--- config.mk ---
export PLATFORM = sky130hd
export DESIGN_NAME = main_control_fsm_flat
export DESIGN_NICKNAME = d
export VERILOG_FILES = /design/src/rtl/main_control_fsm_if.sv /design/src/rtl/main_control_fsm.sv /design/src/flat_wrapper.sv
export SDC_FILE = /design/constraint.sdc
export NUM_CORES = 1
export LEC_CHECK = 0
export BUFFER_PORTS_ARGS = -buffer_cell sky130_fd_sc_hd__buf_4
export CORE_AREA = 2 2 39 41
export DETAILED_ROUTE_END_ITERATION = 6
export DIE_AREA = 0 0 41 43
export PLACE_DENSITY = 0.7
export SETUP_SLACK_MARGIN = 0.1
export SLEW_MARGIN = 20
export SYNTH_ARGS = -nofsm -noshare
export SYNTH_HDL_FRONTEND = slang
export SYNTH_SLANG_ARGS = --single-unit
--- constraint.sdc ---
create_clock -name clk -period 1.6 [get_ports clk]
set_input_delay 0.08 -clock clk [delete_from_list [all_inputs] [get_ports clk]]
set_output_delay 0.08 -clock clk [all_outputs]
set_load 0.05 [all_outputs]
--- src/rtl/main_control_fsm_if.sv ---
// Control bundle between the multicycle MIPS main controller and its datapath.
// The controller takes the slave side: it reads Op and drives every control line.
interface main_control_fsm_if #(
  parameter int op_width    = 6,
  parameter int ALUOp_width = 2,
  parameter int state_width = 4
);
  logic [op_width-1:0]    Op;
  logic                   IorD;
  logic                   ALUSrcA;
  logic [1:0]             ALUSrcB;
  logic [ALUOp_width-1:0] ALUOp;
  logic [1:0]             PCSrc;
  logic                   RegDst;
  logic                   MemtoReg;
  logic                   IRWrite;
  logic                   PCWrite;
  logic                   Branch;
  logic                   MemWrite;
  logic                   RegWrite;
  logic [state_width-1:0] state;

  modport master (
    output Op,
    input  IorD, ALUSrcA, ALUSrcB, ALUOp, PCSrc, RegDst, MemtoReg,
           IRWrite, PCWrite, Branch, MemWrite, RegWrite, state
  );

  modport slave (
    input  Op,
    output IorD, ALUSrcA, ALUSrcB, ALUOp, PCSrc, RegDst, MemtoReg,
           IRWrite, PCWrite, Branch, MemWrite, RegWrite, state
  );
endinterface

--- src/rtl/main_control_fsm.sv ---
// Multicycle MIPS main controller: Moore FSM that turns the opcode into per-cycle
// datapath selects, write strobes and the ALUOp handed to the ALU control unit.
module main_control_fsm #(
  parameter int op_width    = 6,
  parameter int ALUOp_width = 2,
  parameter int state_width = 4
) (
  input  logic              clk,
  input  logic              reset,
  main_control_fsm_if.slave bus
);

  localparam logic [op_width-1:0] OP_R    = op_width'(6'b000000);
  localparam logic [op_width-1:0] OP_LW   = op_width'(6'b100011);
  localparam logic [op_width-1:0] OP_SW   = op_width'(6'b101011);
  localparam logic [op_width-1:0] OP_BEQ  = op_width'(6'b000100);
  localparam logic [op_width-1:0] OP_ADDI = op_width'(6'b001000);
  localparam logic [op_width-1:0] OP_J    = op_width'(6'b000010);

  localparam logic [ALUOp_width-1:0] ALU_ADD   = ALUOp_width'(2'b00);
  localparam logic [ALUOp_width-1:0] ALU_SUB   = ALUOp_width'(2'b01);
  localparam logic [ALUOp_width-1:0] ALU_FUNCT = ALUOp_width'(2'b10);

  typedef enum logic [state_width-1:0] {
    S_FETCH  = state_width'(0),
    S_DECODE = state_width'(1),
    S_MEMADR = state_width'(2),
    S_MEMRD  = state_width'(3),
    S_MEMWB  = state_width'(4),
    S_MEMWR  = state_width'(5),
    S_EXEC   = state_width'(6),
    S_ALUWB  = state_width'(7),
    S_BRANCH = state_width'(8),
    S_ADDIEX = state_width'(9),
    S_ADDIWB = state_width'(10),
    S_JUMP   = state_width'(11)
  } state_t;

  state_t r_state;
  state_t w_next;
  state_t w_dec_state;

  logic                   w_IorD, w_ALUSrcA, w_RegDst, w_MemtoReg;
  logic                   w_IRWrite, w_PCWrite, w_Branch, w_MemWrite, w_RegWrite;
  logic [1:0]             w_ALUSrcB, w_PCSrc;
  logic [ALUOp_width-1:0] w_ALUOp;

  always_ff @(posedge clk) begin
    if (reset) r_state <= S_FETCH;
    else       r_state <= w_next;
  end

  // Op is only consulted in DECODE and MEMADR; everywhere else the path is fixed.
  always_comb begin
    w_next = S_FETCH;
    case (r_state)
      S_FETCH:  w_next = S_DECODE;
      S_DECODE: begin
        case (bus.Op)
          OP_LW, OP_SW: w_next = S_MEMADR;
          OP_R:         w_next = S_EXEC;
          OP_BEQ:       w_next = S_BRANCH;
          OP_ADDI:      w_next = S_ADDIEX;
          OP_J:         w_next = S_JUMP;
          default:      w_next = S_FETCH;
        endcase
      end
      S_MEMADR: begin
        case (bus.Op)
          OP_LW:   w_next = S_MEMRD;
          OP_SW:   w_next = S_MEMWR;
          default: w_next = S_FETCH;
        endcase
      end
      S_MEMRD:  w_next = S_MEMWB;
      S_EXEC:   w_next = S_ALUWB;
      S_ADDIEX: w_next = S_ADDIWB;
      default:  w_next = S_FETCH;
    endcase
  end

  // During reset the selects already present FETCH values; strobes are masked below.
  assign w_dec_state = reset ? S_FETCH : r_state;

  always_comb begin
    w_IorD     = 1'b0;
    w_ALUSrcA  = 1'b0;
    w_ALUSrcB  = 2'b00;
    w_ALUOp    = ALU_ADD;
    w_PCSrc    = 2'b00;
    w_RegDst   = 1'b0;
    w_MemtoReg = 1'b0;
    w_IRWrite  = 1'b0;
    w_PCWrite  = 1'b0;
    w_Branch   = 1'b0;
    w_MemWrite = 1'b0;
    w_RegWrite = 1'b0;
    case (w_dec_state)
      S_FETCH:  begin w_ALUSrcB = 2'b01; w_IRWrite = 1'b1; w_PCWrite = 1'b1; end
      S_DECODE: w_ALUSrcB = 2'b11;
      S_MEMADR: begin w_ALUSrcA = 1'b1; w_ALUSrcB = 2'b10; end
      S_MEMRD:  w_IorD = 1'b1;
      S_MEMWB:  begin w_MemtoReg = 1'b1; w_RegWrite = 1'b1; end
      S_MEMWR:  begin w_IorD = 1'b1; w_MemWrite = 1'b1; end
      S_EXEC:   begin w_ALUSrcA = 1'b1; w_ALUOp = ALU_FUNCT; end
      S_ALUWB:  begin w_RegDst = 1'b1; w_RegWrite = 1'b1; end
      S_BRANCH: begin w_ALUSrcA = 1'b1; w_ALUOp = ALU_SUB; w_PCSrc = 2'b01; w_Branch = 1'b1; end
      S_ADDIEX: begin w_ALUSrcA = 1'b1; w_ALUSrcB = 2'b10; end
      S_ADDIWB: w_RegWrite = 1'b1;
      S_JUMP:   begin w_PCSrc = 2'b10; w_PCWrite = 1'b1; end
      default:  ;
    endcase
    if (reset) begin
      w_IRWrite  = 1'b0;
      w_PCWrite  = 1'b0;
      w_Branch   = 1'b0;
      w_MemWrite = 1'b0;
      w_RegWrite = 1'b0;
    end
  end

  assign bus.IorD     = w_IorD;
  assign bus.ALUSrcA  = w_ALUSrcA;
  assign bus.ALUSrcB  = w_ALUSrcB;
  assign bus.ALUOp    = w_ALUOp;
  assign bus.PCSrc    = w_PCSrc;
  assign bus.RegDst   = w_RegDst;
  assign bus.MemtoReg = w_MemtoReg;
  assign bus.IRWrite  = w_IRWrite;
  assign bus.PCWrite  = w_PCWrite;
  assign bus.Branch   = w_Branch;
  assign bus.MemWrite = w_MemWrite;
  assign bus.RegWrite = w_RegWrite;
  assign bus.state    = r_state;

endmodule
--- src/flat_wrapper.sv ---
// flat-port wrapper written by rule: the top's interface ports become plain ports
module main_control_fsm_flat 
#(
  parameter int op_width    = 6,
  parameter int ALUOp_width = 2,
  parameter int state_width = 4
)
  (clk, reset, bus_Op, bus_IorD, bus_ALUSrcA, bus_ALUSrcB, bus_ALUOp, bus_PCSrc, bus_RegDst, bus_MemtoReg, bus_IRWrite, bus_PCWrite, bus_Branch, bus_MemWrite, bus_RegWrite, bus_state);
  main_control_fsm_if #(.op_width(op_width), .ALUOp_width(ALUOp_width), .state_width(state_width)) bus_i ();
  input  logic clk;
  input  logic reset;
  input wire logic [$bits(bus_i.Op)-1:0] bus_Op;
  output wire logic [$bits(bus_i.IorD)-1:0] bus_IorD;
  output wire logic [$bits(bus_i.ALUSrcA)-1:0] bus_ALUSrcA;
  output wire logic [$bits(bus_i.ALUSrcB)-1:0] bus_ALUSrcB;
  output wire logic [$bits(bus_i.ALUOp)-1:0] bus_ALUOp;
  output wire logic [$bits(bus_i.PCSrc)-1:0] bus_PCSrc;
  output wire logic [$bits(bus_i.RegDst)-1:0] bus_RegDst;
  output wire logic [$bits(bus_i.MemtoReg)-1:0] bus_MemtoReg;
  output wire logic [$bits(bus_i.IRWrite)-1:0] bus_IRWrite;
  output wire logic [$bits(bus_i.PCWrite)-1:0] bus_PCWrite;
  output wire logic [$bits(bus_i.Branch)-1:0] bus_Branch;
  output wire logic [$bits(bus_i.MemWrite)-1:0] bus_MemWrite;
  output wire logic [$bits(bus_i.RegWrite)-1:0] bus_RegWrite;
  output wire logic [$bits(bus_i.state)-1:0] bus_state;
  assign bus_i.Op = bus_Op;
  assign bus_IorD = bus_i.IorD;
  assign bus_ALUSrcA = bus_i.ALUSrcA;
  assign bus_ALUSrcB = bus_i.ALUSrcB;
  assign bus_ALUOp = bus_i.ALUOp;
  assign bus_PCSrc = bus_i.PCSrc;
  assign bus_RegDst = bus_i.RegDst;
  assign bus_MemtoReg = bus_i.MemtoReg;
  assign bus_IRWrite = bus_i.IRWrite;
  assign bus_PCWrite = bus_i.PCWrite;
  assign bus_Branch = bus_i.Branch;
  assign bus_MemWrite = bus_i.MemWrite;
  assign bus_RegWrite = bus_i.RegWrite;
  assign bus_state = bus_i.state;
  main_control_fsm #(.op_width(op_width), .ALUOp_width(ALUOp_width), .state_width(state_width)) u_core (.clk(clk), .reset(reset), .bus(bus_i));
endmodule
==> flow_metrics.tcl <==
set metrics [dict create \
    ys_async_sr_fraction_pct 0 \
    drc 0 \
    power.density_nw_per_um2 392.7 \
    seq_power_share_pct 25.5 \
    grt.total_usage_pct 20.48 \
    start_util_pct 36.98 \
    ios 27 \
    end_kind "output port" \
    routed_wl_mm 1.627 \
    p_int_w 0.0002561 \
    place_area_um2 849.6 \
    clkTransAtPathRegs_ns 0.04 \
    synthFlopType "dfxtp_1" \
    slew_headroom_pct 74.01 \
    final_max_slew_viol_count 0 \
    hp-class "in2reg" \
    die_w_um 41 \
    r2r_start "u_core.bus.state[0]" \
    critPathKind "reg2out" \
    crit_chain "or3b_4, a211oi_4, buf_6" \
    rsz0062_at_grt "true" \
    whs_ns 0.1755 \
    largest_register_ff_count 4 \
    grt_pass1_vias 600 \
    num_antenna_cells 0 \
    dp_hpwl_mm 1.091 \
    cp.arrival_ns 1.41 \
    antenna_left 0 \
    syn_inst 75 \
    design.core.area_um2 1384 \
    setup_tns_ns 0 \
    die_h_um 43 \
    syn_area_um2 511.7 \
    critPathSlowestCell "or3b_4" \
    nets 120 \
    path_max_fanout 8 \
    timing.critical_path.slowest_cell_delay_ns 0.40 \
    first_pass_iters 4 \
    ctsHtreeMaxLevel 1 \
    cp.required_ns 1.52 \
    ys_warn_count 0 \
    clk_latency_ns 0.23 \
    critPathLaunch "u_core.bus.state[3]" \
    antenna_found_initial 0 \
    port_buffers 26 \
    crit_family "simple AND/OR/NAND/NOR gates" \
    worst_setup_path_start_kind "register" \
    finalCriticalPeriod_ns 1.492 \
    cts_buffers 3 \
    power_frac_comb_pct 44.0 \
    r2r-end "u_core.bus.state[2]" \
    yosysTopAreaCellShare_pct 15.65 \
    final_area_um2 1036 \
    grt_pass1_wl_mm 2.511 \
    tightest_slew_ns 0.3868 \
    cts_sinks 4 \
    p_leak_nw 0.3909 \
    grt_max_degree 15 \
    switching_share_pct 37.04 \
    clockBufferDepth 2 \
    yosys-top-cells-count "a21oi_1 (7), nor2_1 (7), nor3_1 (7)" \
    vias 688 \
    dieArea_um2 1763 \
    fmax_mhz 670.5 \
    synth_area_leaders "dfxtp_1 (16%), a21oi_1 (6.8%), nor3_1 (6.8%)" \
    synth_nets 83 \
    r2r_setup_slack_ns 0.38 \
    crit_end "bus_ALUSrcB[1]" \
    synth_edf_count 0 \
    hold_buffers 0 \
    viasPerCell 5.460 \
    postLayoutSetupSlackWorst_ns 0.1085 \
    ys_types 34 \
    skew_ns 0.001219 \
    clockRootBuffer "clkbuf_4" \
    period_share_pct 93.22 \
    pre_cts_ws_ns 0.2245 \
    instances_no_fill 126 \
    cts_tree "yes" \
    crit_cells 3 \
    synth.ff_latch_count 4 \
    finalHoldViolations 0 \
    dp.cells 110 \
    setup_viol 0 \
    overflow 0 \
    cap_violations 0 \
    drt_iter0_markers 16 \
    rows 14 \
    gp_congestion 0.8431 \
    drive_above_1_share_pct 62.73 \
    ys_seq_area_share_pct 15.65 \
    syn_to_final_growth_pct 102.4 \
    fillerInstances 110 \
    irDropWorstVdd_v 0.0003619 \
    ff2ff_path_depth 5 \
    syn_avg_cell_area_um2 6.823 \
    synth_top_area_cell "dfxtp_1" \
    status "finished, final reports clean" \
    clock_power_share_pct 30.5 \
    net-switching-power_w 0.0001507 \
    wire_per_inst_um 12.91 \
    cp_num_buf_inv 1 \
]
==> metal layers <==
layer	part of all wire (%)	up-vias	GRT usage [%]
met5	0	-	0
met4	0	0	6.000
met3	4.2	0	4.712
met2	52	23	33.44
met1	44	322	25.40
li1	-	343	-
==> cells by family after synthesis <==
family                 share of synthesized area, %
AND/OR/NAND/NOR                               43.53
AO/OA/AOI/OAI                                 23.47
buffers and inverters                         8.557
XOR/XNOR                                      6.847
flip-flops                                    15.65
multiplexers                                  1.956
==> power groups by stage <==
stage	Combinational (W)	Sequential [W]	Clock (W)
5_1_grt	0.000189	0.000105	0.000136
4_1_cts	0.000173	0.000105	0.000130
3_5_place_dp	0.000156	0.000111	0
2_1_floorplan	0.000114	0.000112	0
3_3_place_gp	0.000154	0.000110	0
6_report	0.000179	0.000104	0.000124
==> layout by cell type (no fill, tap or decap), drive strengths merged, types with 3 or more instances in the layout <==
| cell | count |
|---|---|
| buf | 41 |
| nor4 | 6 |
| nand2 | 3 |
| clkbuf | 3 |
| dfxtp | 4 |
| o21bai | 3 |
| nand2b | 4 |
| xnor2 | 3 |
| nor3 | 7 |
| nor2 | 7 |
| a21oi | 8 |
==> layout make-up <==
class / instances / area [um2] / share of cell area [%]
multi-input cells: 62 / 536.8 / 51.81
repair buffers: 41 / 361.6 / 34.90
flip-flops and latches: 4 / 95.09 / 9.179
clock buffers: 3 / 22.52 / 2.174
well taps: 16 / 20.02 / 1.932
==> worst reg2reg max path, cell delays in order (launching register included) <==
cell	delay (ns)
dfxtp_4	0.36
buf_6	0.17
nand2b_1	0.21
a21oi_1	0.10
o21bai_1	0.20
a21oi_1	0.06
==> worst min-delay path by stage <==
stage	startpoint	endpoint	slack, ns	cells after the start
after floorplan	reset	bus_IorD	0.23	1
after global placement	bus_Op[3]	u_core.bus.state[2]	0.42	3
after detailed placement	bus_Op[3]	u_core.bus.state[2]	0.42	3
after CTS	bus_Op[3]	u_core.bus.state[2]	0.17	3
after global routing	bus_Op[3]	u_core.bus.state[2]	0.18	3
final	bus_Op[3]	u_core.bus.state[2]	0.18	3
==> stage by stage <==
step	utilization, %	power, W
after detailed placement	61.39	0.0002665
after global routing	74.86	0.0004299
after global placement	61.39	0.0002646
after floorplan	-	0.0002265
final	74.86	0.0004068
after CTS	71.88	0.0004076
==> what timing repair did <==
action	in CTS	in global routing
gates resized for setup	8	6
setup buffers	11	2
setup endpoints to repair	8	10
pin swaps	0	3
Note: power is estimated with default switching activity, not from simulation.
